[src/rtl/receive.sv]
// UART receiver: 8N1 frames (8E1 when RECEIVE_PARITY_EN is defined) oversampled in the clk domain.
// Latency: valid rises 3 + HALF + 9*DIV clk cycles after the rxd falling edge (one DIV more with parity).
// Backpressure: one-entry output; a byte completing while valid && !ready is dropped with an overrun pulse.
module receive #(
    parameter real BAUD = 96e2,
    parameter real FREQ = 12e6
) (
    input  logic       clk,
    input  logic       rst,
    input  logic       rxd,
    output logic [7:0] data,
    output logic       valid,
    input  logic       ready,
    output logic       frame_error,
    output logic       overrun,
    output logic       parity_error
);

    localparam int DIV  = $rtoi(FREQ / BAUD + 0.5);
    localparam int HALF = DIV / 2;
    localparam int CW   = (DIV > 2) ? $clog2(DIV) : 1;

    typedef enum logic [2:0] {
        IDLE,
        START,
        DATA,
`ifdef RECEIVE_PARITY_EN
        PARITY,
`endif
        STOP
    } state_t;

    state_t        state, state_nxt;
    logic [CW-1:0] cnt, cnt_nxt;
    logic [2:0]    bit_idx, bit_nxt;
    logic [7:0]    shift, shift_nxt;
    logic          armed, armed_nxt;
    logic          sync1, rxd_s;
    logic [7:0]    data_nxt;
    logic          valid_nxt;
    logic          fe_nxt, ov_nxt;
    logic          cnt_done, half_done;

    assign cnt_done  = (cnt == CW'(DIV - 1));
    assign half_done = (cnt == CW'(HALF - 1));

`ifdef RECEIVE_PARITY_EN
    logic par_bad, par_bad_nxt;
    logic pe_nxt;
`else
    assign parity_error = 1'b0;
`endif

    always_comb begin
        state_nxt = state;
        cnt_nxt   = cnt + 1'b1;
        bit_nxt   = bit_idx;
        shift_nxt = shift;
        armed_nxt = armed;
        data_nxt  = data;
        valid_nxt = valid;
        fe_nxt    = 1'b0;
        ov_nxt    = 1'b0;
`ifdef RECEIVE_PARITY_EN
        par_bad_nxt = par_bad;
        pe_nxt      = 1'b0;
`endif
        if (valid && ready) begin
            valid_nxt = 1'b0;
        end
        case (state)
            IDLE: begin
                cnt_nxt = '0;
                // After a framing error the line must go high again before a new start is accepted
                if (rxd_s) begin
                    armed_nxt = 1'b1;
                end else if (armed) begin
                    state_nxt = START;
                end
            end
            START: begin
                if (half_done) begin
                    cnt_nxt   = '0;
                    bit_nxt   = '0;
                    state_nxt = rxd_s ? IDLE : DATA;
                end
            end
            DATA: begin
                if (cnt_done) begin
                    cnt_nxt   = '0;
                    shift_nxt = {rxd_s, shift[7:1]};
                    bit_nxt   = bit_idx + 3'd1;
                    if (bit_idx == 3'd7) begin
`ifdef RECEIVE_PARITY_EN
                        state_nxt = PARITY;
`else
                        state_nxt = STOP;
`endif
                    end
                end
            end
`ifdef RECEIVE_PARITY_EN
            PARITY: begin
                if (cnt_done) begin
                    cnt_nxt     = '0;
                    par_bad_nxt = (rxd_s != ^shift);
                    state_nxt   = STOP;
                end
            end
`endif
            STOP: begin
                if (cnt_done) begin
                    // Back to IDLE mid-stop-bit so a zero-gap start edge is not missed
                    cnt_nxt   = '0;
                    state_nxt = IDLE;
                    if (!rxd_s) begin
                        fe_nxt    = 1'b1;
                        armed_nxt = 1'b0;
`ifdef RECEIVE_PARITY_EN
                    end else if (par_bad) begin
                        pe_nxt = 1'b1;
`endif
                    end else if (valid && !ready) begin
                        ov_nxt = 1'b1;
                    end else begin
                        data_nxt  = shift;
                        valid_nxt = 1'b1;
                    end
                end
            end
            default: begin
                state_nxt = IDLE;
                cnt_nxt   = '0;
            end
        endcase
    end

    always_ff @(posedge clk or negedge rst) begin
        if (!rst) begin
            sync1       <= 1'b1;
            rxd_s       <= 1'b1;
            state       <= IDLE;
            cnt         <= '0;
            bit_idx     <= '0;
            shift       <= '0;
            armed       <= 1'b1;
            data        <= '0;
            valid       <= 1'b0;
            frame_error <= 1'b0;
            overrun     <= 1'b0;
        end else begin
            sync1       <= rxd;
            rxd_s       <= sync1;
            state       <= state_nxt;
            cnt         <= cnt_nxt;
            bit_idx     <= bit_nxt;
            shift       <= shift_nxt;
            armed       <= armed_nxt;
            data        <= data_nxt;
            valid       <= valid_nxt;
            frame_error <= fe_nxt;
            overrun     <= ov_nxt;
        end
    end

`ifdef RECEIVE_PARITY_EN
    always_ff @(posedge clk or negedge rst) begin
        if (!rst) begin
            par_bad      <= 1'b0;
            parity_error <= 1'b0;
        end else begin
            par_bad      <= par_bad_nxt;
            parity_error <= pe_nxt;
        end
    end
`endif

endmodule

[config.mk]
export PLATFORM = sky130hd
export DESIGN_NAME = receive
export DESIGN_NICKNAME = d
export VERILOG_FILES = /design/src/rtl/receive.sv
export SDC_FILE = /design/constraint.sdc
export NUM_CORES = 1
export LEC_CHECK = 0
export ABC_AREA = 1
export BUFFER_PORTS_ARGS = -buffer_cell sky130_fd_sc_hd__clkbuf_2
export CORE_UTILIZATION = 52
export DETAILED_ROUTE_END_ITERATION = 10
export PLACE_DENSITY = 0.86
export SLEW_MARGIN = 20
export SYNTH_ARGS = -nofsm -noshare
export SYNTH_HDL_FRONTEND = slang
export SYNTH_SLANG_ARGS = --single-unit
[constraint.sdc]
create_clock -name clk -period 1.4 [get_ports clk]
set_input_delay 0.21 -clock clk [delete_from_list [all_inputs] [get_ports clk]]
set_output_delay 0.21 -clock clk [all_outputs]
set_load 0.005 [all_outputs]
==> results.md <==
| Metric | This run | Unit |
|:---|:---|:---|
| Later-pin clock latency in the skew report | 0.34 | ns |
| Endpoint kind of the worst setup timing path | flip-flop | - |
| Max Slew Vio Count | 0 | - |
| Synth Register Bits | 38 | - |
| WHS | 0.174 | ns |
| CTS root buffer | clkbuf_4 | - |
| Total nets after synthesis | 214 | - |
| Wire length of the first global-routing pass | 5.29 | mm |
| Critical path type | flip-flop to flip-flop | - |
| Post-Synthesis Cells | 205 | - |
| Setup skew after layout | 0.00826 | ns |
| Critical Path RT | 1.64 | ns |
| PnR Total Power | 2540 | uW |
| Total inserted antenna cells | 0 | - |
| Total number of vias | 1410 | - |
| Levels on crit path | 9 | - |
| Longest Clk Path Bufs | 2 | - |
| RSZ-0062 raised after global routing | yes | - |
| Reg-to-reg startpoint | cnt[0]$_DFF_PN0_ | - |
| Failing checks | negative setup slack | - |
| Final critical-path share of the clock period | 104 | % |
| DR iter-0 viols | 46 | - |
| Last element of the critical path | cnt[0]$_DFF_PN0_ | - |
| Clock-pin slew on the worst setup and hold paths | 0.11 | ns |
| Initial core utilization | 54.5 | % |
| Critical path startpoint category | flip-flop | - |
| Global-route usage over all layers | 20.1 | % |
| Die span in y | 61.4 | um |
| Leakage power | 0.00108 | uW |
| Largest voltage drop on the vdd net | 0.000927 | V |
| Area occupied by multi-input gates | 803 | um^2 |
| Count of final hold-check violations | 0 | - |
| Count of non-filler cells in the finished layout | 286 | - |
| Kind of path behind the tightest hold check | input pin to flip-flop | - |
| Remaining routing DRC violations | 0 | - |
| Number of placement rows | 21 | - |
| Arrival @ worst endpoint | 1.70 | ns |
| Top post-synthesis cells by area | dfrtp_1, nand2_1, inv_1 | - |
| Total Wirelength | 3.48 | mm |
| Slowest library cell on the worst path | dfrtp_2 | - |
| Maximum fanout along the worst path | 5 | - |
| Port buffer count | 14 | - |
| Endpoints failing setup | 12 | - |
| Worst Setup Slack post-DPL | -0.0504 | ns |
| Sum of buffers and inverters on the critical path | 2 | - |
| Post-DP HPWL | 2.35 | mm |
| Register area share after synthesis | 52.1 | % |
| Grt ovf | 0 | - |
| Family of cells with the greatest summed delay on the critical path | simple AND/OR/NAND/NOR gates | - |
| Synth top area share | 47.8 | % |
| Slowest stage delay, CP | 0.47 | ns |
| Total core area | 3360 | um^2 |
| I/O pin cnt | 16 | - |
| Top cell by count, worst path | nor2_1 | - |
| Count of antenna-violating nets left after detailed routing | 0 | - |
| Fraction of final layout cells with drive strength greater than 1 | 35.4 | % |
| Number of antenna violations at the first check in global routing | 0 | - |
| Run status | finished with violations | - |
| Number of detailed-routing iterations run before antenna repair | 4 | - |
| Number of global-route vias before repair | 1260 | - |
| Num CTS Buffers | 5 | - |
| Maximum capacitance violations | 0 | - |
| Cell accounting for the most synthesized area | dfrtp_1 | - |
| Tmin final | 1.46 | ns |
| Clock tree from TritonCTS | built | - |
| WL per Instance | 12.2 | um |
| Power density cells | 1130 | nW/um^2 |
| Reg-to-reg slack, setup | -0.06 | ns |
| Depth of the CTS H-tree | 2 | - |
| Path depth of the worst reg2reg path | 9 | - |
| CP startpoint | cnt[0]$_DFF_PN0_ | - |
| Total instance count after detailed placement | 270 | - |
| Area growth from synthesis to final layout | 22.9 | % |
| Distinct cell type count of the synthesized netlist | 27 | - |
| Vias per cell | 4.93 | - |
| Least setup slack across all paths after layout | -0.0605 | ns |
| Die extent in x | 61.4 | um |
| Synth Cell Area | 1830 | um^2 |
| RePlAce Congestion | 0.867 | - |
| Sinks on Clock Net | 38 | - |
| Fillcell total | 281 | - |
| Area occupied by registers | 958 | um^2 |
| Yosys synthesis warning count | 0 | - |
| Achievable clock frequency | 685 | MHz |
| Layout Nets | 248 | - |
| List of cells traversed by the critical path | inv_2, ha_1, nand2_1, nor2_1, nand3_1, nand2_2, nand2_4, clkinvlp_4, nor2_1 | - |
| Maximum number of pins on one net before global-route repair | 23 | - |
| Terminus of the critical flop-to-flop path | cnt[0]$_DFF_PN0_ | - |
| Area of the die | 3760 | um^2 |
| Mean area per synthesized cell | 8.94 | um^2 |
-- worst reg2reg max path, cell delays in order, from the launching register on --
cell and delay, ns:
dfrtp_2 0.47, inv_2 0.06, ha_1 0.14, nand2_1 0.05
nor2_1 0.13, nand3_1 0.12, nand2_2 0.13, nand2_4 0.09
clkinvlp_4 0.12, nor2_1 0.05
-- area by class of cell --
type / count / share of cell area [%]
well taps: 46 / 2.56
multi-input cells: 132 / 35.7
clock buffers: 7 / 2.45
flip-flops and latches: 38 / 42.6
inverters: 31 / 5.28
clock inverters: 1 / 0.222
repair inverters: 1 / 0.334
repair buffers: 30 / 10.9
-- flip-flops by register name (all words and copies together), names as in the netlist --
signal,count
cnt,11
frame_error,1
valid,1
state,2
data,8
bit_idx,3
sync1,1
armed,1
overrun,1
shift,8
rxd_s,1
-- worst min-delay path by stage --
stage	from	slack, ns	depth (start not counted)	to
6_report	ready	0.17	4	overrun$_DFF_PN0_
5_1_grt	ready	0.18	4	overrun$_DFF_PN0_
4_1_cts	ready	0.14	4	overrun$_DFF_PN0_
3_5_place_dp	rst	0.18	1	data[3]$_DFFE_PN0P_
3_3_place_gp	rst	0.17	1	data[3]$_DFFE_PN0P_
2_1_floorplan	rst	-0.09	0	bit_idx[0]$_DFFE_PN0P_
-- layout by cell type, fill, tap and decap left out, types with 2 or more instances in the layout --
cell           instances
a21oi_1                2
buf_12                 2
buf_4                  9
buf_6                  2
clkbuf_2              14
clkbuf_4               5
dfrtp_1               32
dfrtp_2                3
dfstp_2                3
dlygate4sd3_1          2
ha_1                   3
inv_1                 22
inv_2                  8
nand2_1               43
nand2_2                7
nand2_4                2
nand3_1                9
nand3_2                3
nand4_1                4
nor2_1                16
nor2_2                 5
nor2_4                 4
nor3_1                 2
o21ai_0                3
o21ai_1                9
o21ai_2                8
xnor2_1                3
xor2_1                 3
-- kinds of logic after synthesis --
| logic type | after synthesis | synth area share (%) |
|---|---|---|
| AOI/OAI and AO/OA | 22 | 7.65 |
| xor gates and xnor gates | 6 | 2.87 |
| adders and majority gates | 5 | 3.42 |
| buffers and inverters | 35 | 8.06 |
| DFF | 38 | 52.1 |
| other | 1 | 0.205 |
| and+or+nand+nor | 98 | 25.7 |
-- timing repair --
item / CTS / global route
pin swaps: 1 / 12
gates cloned: 1 / 1
endpoints found under the hold margin: 17 / 0
setup endpoints to repair: 23 / 35
buffers inserted: 0 / 4
hold buffers: 2 / 0
resized for setup: 6 / 20
-- where the power goes --
group | total, uW | switching [uW] | internal [uW]
sequential | 1260 | 89.3 | 1170
combinational | 702 | 443 | 259
clock | 580 | 337 | 243
total | 2540 | 869 | 1670
-- synthesized netlist by cell type --
cell type and n:
nand4_1 4, nor2_4 2, o21ai_1 9, nand3_1 11
nor3_1 2, inv_4 1, inv_1 26, o21ai_0 3
nor3_2 1, buf_4 1, dfrtp_1 35, a21oi_1 2
ha_1 5, xor2_1 3, buf_6 1, nor2_2 4
nand3_2 2, conb_1 1, buf_2 2, nand4_4 1
o21ai_2 8, xnor2_1 3, nand2_1 46, dfstp_2 3
nor2_1 19, inv_2 4, nand2_2 6
-- per-layer routing --
metal / up-vias / GRT usage [%] / share of wire [%]
met4: 0 / 8.89 / 1.5
met1: 672 / 26.0 / 43
met3: 4 / 6.93 / 4.2
met2: 26 / 30.9 / 52
met5: - / 0 / 0
li1: 708 / - / -
-- stage by stage --
stage	util, %	instance area [um^2]	TNS [ns]
floorplan	-	1830	0
global placement	60.2	2020	0
detailed placement	60.2	2020	-0.590
CTS	63.4	2130	0
global route	66.9	2250	-2.11
finish	66.9	2250	-0.434
No activity file was read; power rests on OpenSTA's default activity.
